## src/rtl/keypad_scanner.sv

```systemverilog
// Matrix keypad scanner: one-hot row drive, frame-level debounce with chord rejection,
// optional auto-repeat, and a first-word-fall-through key-code FIFO with valid/ack.
module keypad_scanner #(
    parameter int ROWS         = 4,
    parameter int COLS         = 4,
    parameter int SCAN_DIV     = 16,
    parameter int DEBOUNCE     = 3,
    parameter int FIFO_DEPTH   = 4,
    parameter int REPEAT_DELAY = 32,
    parameter int REPEAT_RATE  = 8
) (
    input  logic                            Clock,
    input  logic                            Reset,
    output logic [ROWS-1:0]                 V,
    input  logic [COLS-1:0]                 H,
    input  logic                            rpt_en,
    output logic                            valid,
    output logic [$clog2(ROWS*COLS)-1:0]    cmd,
    input  logic                            ack,
    output logic [$clog2(FIFO_DEPTH):0]     level,
    output logic                            ovf,
    input  logic                            ovf_clr
);

    localparam int CW = $clog2(ROWS*COLS);
    localparam int AW = $clog2(FIFO_DEPTH);
    localparam int SW = $clog2(SCAN_DIV);
    localparam int RW = $clog2(ROWS);
    localparam int NW = $clog2(DEBOUNCE+1);
    localparam int HW = $clog2(REPEAT_DELAY+1);
    localparam int PW = $clog2(REPEAT_RATE+1);

    typedef enum logic [1:0] {S_IDLE, S_DEB, S_PRESSED, S_REL} state_t;

    logic [COLS-1:0] r_h_s1, r_h_s2;
    logic [SW-1:0]   r_slot;
    logic [RW-1:0]   r_row;
    logic [ROWS-1:0] r_v;
    logic [1:0]      r_fcnt;
    logic [CW-1:0]   r_fcode;

    state_t          r_state;
    logic [CW-1:0]   r_cand;
    logic [NW-1:0]   r_n;
    logic [HW-1:0]   r_hold;
    logic [PW-1:0]   r_rate;
    logic            r_emit;
    logic [CW-1:0]   r_emit_code;

    logic [CW-1:0]   r_mem [FIFO_DEPTH];
    logic [AW-1:0]   r_wp, r_rp;
    logic [AW:0]     r_level;
    logic            r_ovf;

    logic            w_slot_end, w_row_last, w_frame_end;
    logic [1:0]      w_row_cnt, w_tot;
    logic [2:0]      w_sum;
    int unsigned     w_row_col;
    logic [CW-1:0]   w_row_code, w_code;
    logic            w_one, w_hit;
    logic            w_pop, w_full, w_push;

    assign w_slot_end  = (r_slot == SW'(SCAN_DIV-1));
    assign w_row_last  = (r_row == RW'(ROWS-1));
    assign w_frame_end = w_slot_end && w_row_last;

    always_ff @(posedge Clock) begin
        if (!Reset) begin
            r_h_s1 <= '0;
            r_h_s2 <= '0;
            r_slot <= '0;
            r_row  <= '0;
            r_v    <= ROWS'(1);
        end else begin
            r_h_s1 <= H;
            r_h_s2 <= r_h_s1;
            if (w_slot_end) begin
                r_slot <= '0;
                if (w_row_last) begin
                    r_row <= '0;
                    r_v   <= ROWS'(1);
                end else begin
                    r_row <= r_row + 1'b1;
                    r_v   <= {r_v[ROWS-2:0], 1'b0};
                end
            end else begin
                r_slot <= r_slot + 1'b1;
            end
        end
    end

    // Per-row hit count saturates at 2; only "exactly one" matters downstream.
    always_comb begin
        w_row_cnt = '0;
        w_row_col = 0;
        for (int unsigned c = 0; c < COLS; c++) begin
            if (r_h_s2[c]) begin
                if (w_row_cnt != 2'd2) w_row_cnt = w_row_cnt + 2'd1;
                w_row_col = c;
            end
        end
        w_row_code = CW'(32'(r_row) * COLS + w_row_col);
        w_sum      = {1'b0, r_fcnt} + {1'b0, w_row_cnt};
        w_tot      = (w_sum >= 3'd2) ? 2'd2 : w_sum[1:0];
        w_code     = (r_fcnt == 2'd1) ? r_fcode : w_row_code;
    end

    assign w_one = (w_tot == 2'd1);
    assign w_hit = w_one && (w_code == r_cand);

    always_ff @(posedge Clock) begin
        if (!Reset) begin
            r_fcnt  <= '0;
            r_fcode <= '0;
        end else if (w_slot_end) begin
            r_fcnt  <= w_row_last ? 2'd0 : w_tot;
            r_fcode <= w_code;
        end
    end

    always_ff @(posedge Clock) begin
        if (!Reset) begin
            r_state     <= S_IDLE;
            r_cand      <= '0;
            r_n         <= '0;
            r_hold      <= '0;
            r_rate      <= '0;
            r_emit      <= 1'b0;
            r_emit_code <= '0;
        end else begin
            r_emit <= 1'b0;
            if (w_frame_end) begin
                case (r_state)
                    S_IDLE: begin
                        if (w_one) begin
                            r_cand <= w_code;
                            if (DEBOUNCE == 1) begin
                                r_state     <= S_PRESSED;
                                r_emit      <= 1'b1;
                                r_emit_code <= w_code;
                                r_hold      <= '0;
                                r_rate      <= '0;
                            end else begin
                                r_state <= S_DEB;
                                r_n     <= NW'(1);
                            end
                        end
                    end
                    S_DEB: begin
                        if (w_hit) begin
                            if (r_n >= NW'(DEBOUNCE-1)) begin
                                r_state     <= S_PRESSED;
                                r_emit      <= 1'b1;
                                r_emit_code <= r_cand;
                                r_hold      <= '0;
                                r_rate      <= '0;
                            end else begin
                                r_n <= r_n + 1'b1;
                            end
                        end else begin
                            r_state <= S_IDLE;
                        end
                    end
                    S_PRESSED: begin
                        if (w_hit) begin
                            // Hold count saturates at the delay; the rate counter then paces repeats.
                            if (r_hold != HW'(REPEAT_DELAY)) begin
                                r_hold <= r_hold + 1'b1;
                                if (rpt_en && r_hold == HW'(REPEAT_DELAY-1)) begin
                                    r_emit      <= 1'b1;
                                    r_emit_code <= r_cand;
                                end
                            end else if (r_rate == PW'(REPEAT_RATE-1)) begin
                                r_rate <= '0;
                                if (rpt_en) begin
                                    r_emit      <= 1'b1;
                                    r_emit_code <= r_cand;
                                end
                            end else begin
                                r_rate <= r_rate + 1'b1;
                            end
                        end else begin
                            r_state <= (DEBOUNCE == 1) ? S_IDLE : S_REL;
                            r_n     <= NW'(1);
                        end
                    end
                    S_REL: begin
                        if (w_hit) begin
                            r_state <= S_PRESSED;
                        end else if (w_one) begin
                            r_n <= NW'(1);
                        end else if (r_n >= NW'(DEBOUNCE-1)) begin
                            r_state <= S_IDLE;
                        end else begin
                            r_n <= r_n + 1'b1;
                        end
                    end
                    default: r_state <= S_IDLE;
                endcase
            end
        end
    end

    assign w_pop  = valid && ack;
    assign w_full = (r_level == (AW+1)'(FIFO_DEPTH));
    assign w_push = r_emit && (!w_full || w_pop);

    always_ff @(posedge Clock) begin
        if (w_push) r_mem[r_wp] <= r_emit_code;
    end

    always_ff @(posedge Clock) begin
        if (!Reset) begin
            r_wp    <= '0;
            r_rp    <= '0;
            r_level <= '0;
            r_ovf   <= 1'b0;
        end else begin
            if (w_push) r_wp <= r_wp + 1'b1;
            if (w_pop)  r_rp <= r_rp + 1'b1;
            if (w_push && !w_pop)      r_level <= r_level + 1'b1;
            else if (!w_push && w_pop) r_level <= r_level - 1'b1;
            if (r_emit && !w_push) r_ovf <= 1'b1;
            else if (ovf_clr)      r_ovf <= 1'b0;
        end
    end

    assign V     = r_v;
    assign valid = (r_level != '0);
    assign cmd   = valid ? r_mem[r_rp] : '0;
    assign level = r_level;
    assign ovf   = r_ovf;

endmodule

```

## config.mk

```make
export PLATFORM = sky130hd
export DESIGN_NAME = keypad_scanner
export DESIGN_NICKNAME = d
export VERILOG_FILES = /design/src/rtl/keypad_scanner.sv
export SDC_FILE = /design/constraint.sdc
export NUM_CORES = 1
export LEC_CHECK = 0
export BUFFER_PORTS_ARGS = -buffer_cell sky130_fd_sc_hd__buf_4
export CAP_MARGIN = 30
export CORE_ASPECT_RATIO = 2
export CORE_MARGIN = 2
export CORE_UTILIZATION = 27
export CTS_CLUSTER_SIZE = 8
export DETAILED_ROUTE_END_ITERATION = 12
export GPL_TIMING_DRIVEN = 0
export PLACE_DENSITY = 0.53
export SLEW_MARGIN = 5
export SYNTH_ARGS = -nofsm -noshare
export SYNTH_HDL_FRONTEND = slang
export SYNTH_SLANG_ARGS = --single-unit
```

## constraint.sdc

```tcl
create_clock -name Clock -period 8.5 [get_ports Clock]
set_input_delay 1.275 -clock Clock [delete_from_list [all_inputs] [get_ports Clock]]
set_output_delay 1.275 -clock Clock [all_outputs]
set_load 0.05 [all_outputs]
```

==> impl_results.md <==
* Run status: finished clean
* Die Area at 14300 µm²
* DRC errors left at 0
* Max capacitance violation total at 0
* H-tree levels at 3
* Distinct cell type count of the synthesized netlist at 55
* Antenna-violating nets left at 0
* Endpoint of the worst-slack reg-to-reg timing path: r_rate[2]$_SDFFE_PN0P_
* Synthesis-to-layout area growth at 18.1%
* Post-synthesis average cell area at 9.79 µm²
* First-pass GRT wire length at 13.6 mm
* Leakage power of the design at 1.60 nW
* Total number of placement rows at 59
* Cell with the largest stage delay on the worst path: sky130_fd_sc_hd__fa_1
* Count of pins over their slew limit at 0
* # diodes at 0
* WP data required at 8.76 ns
* Count of buffers from port buffering at 20
* Flip-flop and latch count after synthesis at 73
* Setup ws final at 4.54 ns
* Pin count of the biggest net entering global routing at 12
* HPWL after detailed placement at 6.34 mm
* Final setup viols at 0
* Antenna violations before repair at 0
* Setup TNS at 0 ns
* Number of top-level pins at 22
* Critical Path Source Type: flop
* Top fanout value on the critical path at 10
* Synthesized instance count at 368
* Register-to-register setup slack at 4.54 ns
* Async set-reset flop share out of synthesis at 0%
* Setup repair after global routing missed its margin: false
* Class of the most critical hold timing path: reg2reg
* Number of vias after detailed routing at 2756
* Most frequently used flop master after synthesis: sky130_fd_sc_hd__dfxtp_1
* Worst endpoint data arrival time at 4.21 ns
* PostCTS Resize Cnt at 0
* Maximum root-to-sink buffer count at 2
* Share of Yosys cell area claimed by the top area cell type at 31.7%
* Clock sink count at 73
* Source-to-sink clock delay at the later pin of the worst-skew pair at 0.33 ns
* Kind of end point of the critical path: flop
* TritonCTS Buffers at 9
* Total core area at 13000 µm²
* Net count, final at 431
* Cell Area, Synth at 3600 µm²
* Critical path's largest stage delay at 0.51 ns
* Worst vdd rail ir drop at 0.122 mV
* Sequential group share of total power at 45.5%
* Total power density per cell area at 185 nW/µm²
* Launch point of the critical path: r_h_s2[0]$_SDFF_PN0_
* Clk network pwr share at 51.0%
* Count of yosys warnings during synthesis at 0
* Final hold vios at 0
* Minimum clock period at 3.96 ns
* Total track usage at 12.2%
* Wirelength, routed at 8.20 mm
* Aggregate global routing overflow at 0
* Clock slew at reported path FFs at 0.06 ns
* Highest Clock Rate at 0.253 GHz
* Final worst-path cycle share at 46.6%
* Vias in the first global route at 2806
* Termination of the worst setup path: r_rate[2]$_SDFFE_PN0P_
* Violation count after the first detailed-route iteration at 130
* Post-CTS setup repair buffer count at 0
* Combinational cell fraction of total power at 3.5%
* TritonCTS clock tree: built
* Switching power at 0.158 mW
* EDFF count, synth at 16
* Worst r2r src: r_h_s2[0]$_SDFF_PN0_
* Internal cell power at 0.628 mW
* Synth top area cells: sky130_fd_sc_hd__dfxtp_1 32%, sky130_fd_sc_hd__edfxtp_1 13%, sky130_fd_sc_hd__ha_1 7.3%, sky130_fd_sc_hd__nor2_1 4.0%, sky130_fd_sc_hd__mux2i_1 3.9%
* Hold_buf cts at 0
* Routed vias/inst at 4.97
* Hold Slack at 0.430 ns
* Final GP Congestion at 0.836
* Initial cell density of the core at 27.7%
* Detail-routed net length per standard cell at 14.8 µm
* Final Skew at 0.00731 ns
* Dominant cell type by area after synthesis: sky130_fd_sc_hd__dfxtp_1
* Fraction of power spent switching nets at 20.1%
* CTS Root Buffer Type: sky130_fd_sc_hd__clkbuf_16
* Fraction of final layout cells sized beyond drive strength 1 at 11.4%
* Max_slew headroom at 55.2%
* Placement-stage worst setup slack at 4.54 ns
* DIE HEIGHT at 167 µm
* Fill cell count at 1354
* Worst r2r path cells at 16
* Number of iterations in the first detailed-routing pass at 4
* Nets in the synthesized netlist at 400
* Die width at 85.7 µm
* Actual slew at the worst max-slew pin at 0.662 ns
* Crit-path cells: inv_1 -> ha_1 -> mux2i_1 -> ha_1 -> inv_1 -> mux2i_1 -> ha_1 -> inv_1 -> fa_1 -> nand3_1 -> nor4_1 -> o211ai_1 -> nor3_1 -> buf_2 -> nand3_1 -> o22ai_1
* Post-synthesis sequential area ratio at 45.0%
* Classification of the worst setup path: reg2reg
==> kinds of logic after synthesis <==
family | synth area share (%)
AOI/OAI and AO/OA | 11.9
DFF | 45.0
xor gates and xnor gates | 3.44
adders and majority gates | 8.40
muxes | 6.70
buffers and inverters | 3.58
and+or+nand+nor | 21.0
==> cell usage after synthesis, drive strengths merged, types with 3 or more instances <==
| master | count |
|---|---|
| dfxtp | 57 |
| nor2 | 38 |
| nand2 | 29 |
| a21oi | 23 |
| ha | 21 |
| and2 | 17 |
| inv | 17 |
| edfxtp | 16 |
| mux2i | 14 |
| clkbuf | 11 |
| o21ai | 11 |
| nand3 | 9 |
| xor2 | 9 |
| nor2b | 7 |
| o21a | 6 |
| and3 | 5 |
| nand3b | 5 |
| nor3 | 5 |
| nor4 | 5 |
| a21boi | 4 |
| a31oi | 4 |
| mux4 | 4 |
| nor3b | 4 |
| or3 | 4 |
| a211oi | 3 |
| a21o | 3 |
| buf | 3 |
| nand2b | 3 |
| nand4 | 3 |
| xnor2 | 3 |
==> through the flow <==
step                      utilization, %  power (mW)  area (µm²)  cells
final                               32.7       0.786        4250    555
after detailed placement            30.4       0.393        3940    540
after global routing                32.7       0.812        4250    555
after CTS                           32.7       0.797        4250    555
after global placement              30.4       0.393        3940    540
after floorplan                        -       0.384        3600    368
==> worst min path at each step <==
| stage | end | depth (start not counted) | from | slack (ns) |
|---|---|---|---|---|
| floorplan | r_h_s2[0]$_SDFF_PN0_ | 1 | r_h_s1[0]$_SDFF_PN0_ | 0.41 |
| global placement | r_h_s2[1]$_SDFF_PN0_ | 1 | r_h_s1[1]$_SDFF_PN0_ | 0.42 |
| detailed placement | r_h_s2[2]$_SDFF_PN0_ | 1 | r_h_s1[2]$_SDFF_PN0_ | 0.42 |
| CTS | r_h_s2[2]$_SDFF_PN0_ | 1 | r_h_s1[2]$_SDFF_PN0_ | 0.43 |
| global route | r_h_s2[1]$_SDFF_PN0_ | 1 | r_h_s1[1]$_SDFF_PN0_ | 0.44 |
| finish | r_h_s2[1]$_SDFF_PN0_ | 1 | r_h_s1[1]$_SDFF_PN0_ | 0.43 |
==> cell usage in the layout, fill, tap and decap left out, drive strengths merged, types with 3 or more instances in the layout <==
master,netlist,routed
xnor2,3,3
nand3,9,9
a211oi,3,3
ha,21,21
a21boi,4,4
inv,17,17
nand2b,3,3
o21ai,11,11
a21o,3,3
a31oi,4,4
nor2,38,38
nand2,29,29
nor3,5,5
nor3b,4,4
buf,3,23
a21oi,23,23
or3,4,4
edfxtp,16,16
xor2,9,9
and3,5,5
mux2i,14,14
nor2b,7,7
nor4,5,5
dfxtp,57,57
mux4,4,4
nand3b,5,5
clkinv,1,3
clkbuf,11,22
o21a,6,6
and2,17,17
nand4,3,3
==> power by group through the flow <==
stage / Combinational, mW / Clock (mW) / Sequential (mW)
6_report: 0.0273 / 0.401 / 0.358
5_1_grt: 0.0308 / 0.423 / 0.358
4_1_cts: 0.0280 / 0.411 / 0.358
3_5_place_dp: 0.0279 / 0 / 0.365
3_3_place_gp: 0.0275 / 0 / 0.365
2_1_floorplan: 0.0188 / 0 / 0.365
==> registers in the layout (all words and copies together), names as in the netlist, named ones only <==
signal	count
r_h_s1	4
r_slot	4
r_emit_code	4
r_rp	2
r_fcnt	2
r_rate	4
r_cand	4
r_n	2
ovf	1
r_fcode	4
r_row	2
r_mem	16
V	4
r_wp	2
level	3
r_h_s2	4
r_state	1
r_hold	6
r_emit	1
==> layer usage <==
layer	track usage, %	share of wire, %	vias to the layer above	routed length [µm]
met5	0	0	-	0
met4	6.76	3.0	0	243
met3	2.37	2.4	17	199
met2	23.7	60	47	4890
met1	11.2	35	1335	2870
li1	-	-	1357	-
==> layout make-up <==
type | instances | area [µm²] | share of cell area (%)
Timing Repair Buffer | 20 | 150 | 3.53
Buffer | 14 | 61.3 | 1.44
Multi-Input combinational cell | 263 | 1850 | 43.6
Tap cell | 152 | 190 | 4.47
Sequential cell | 73 | 1620 | 38.1
Inverter | 18 | 67.6 | 1.59
Clock buffer | 11 | 243 | 5.71
Clock inverter | 4 | 67.6 | 1.59
==> critical path: cells and delay by family (launching register included) <==
kind	cells	cell delay, ns
simple gates	4	1.22
fa+ha+maj	4	1.15
buf+inv	4	0.45
compound gates	2	0.39
mux	2	0.34
flops	1	0.33
No activity file was read; power rests on OpenSTA's default activity.
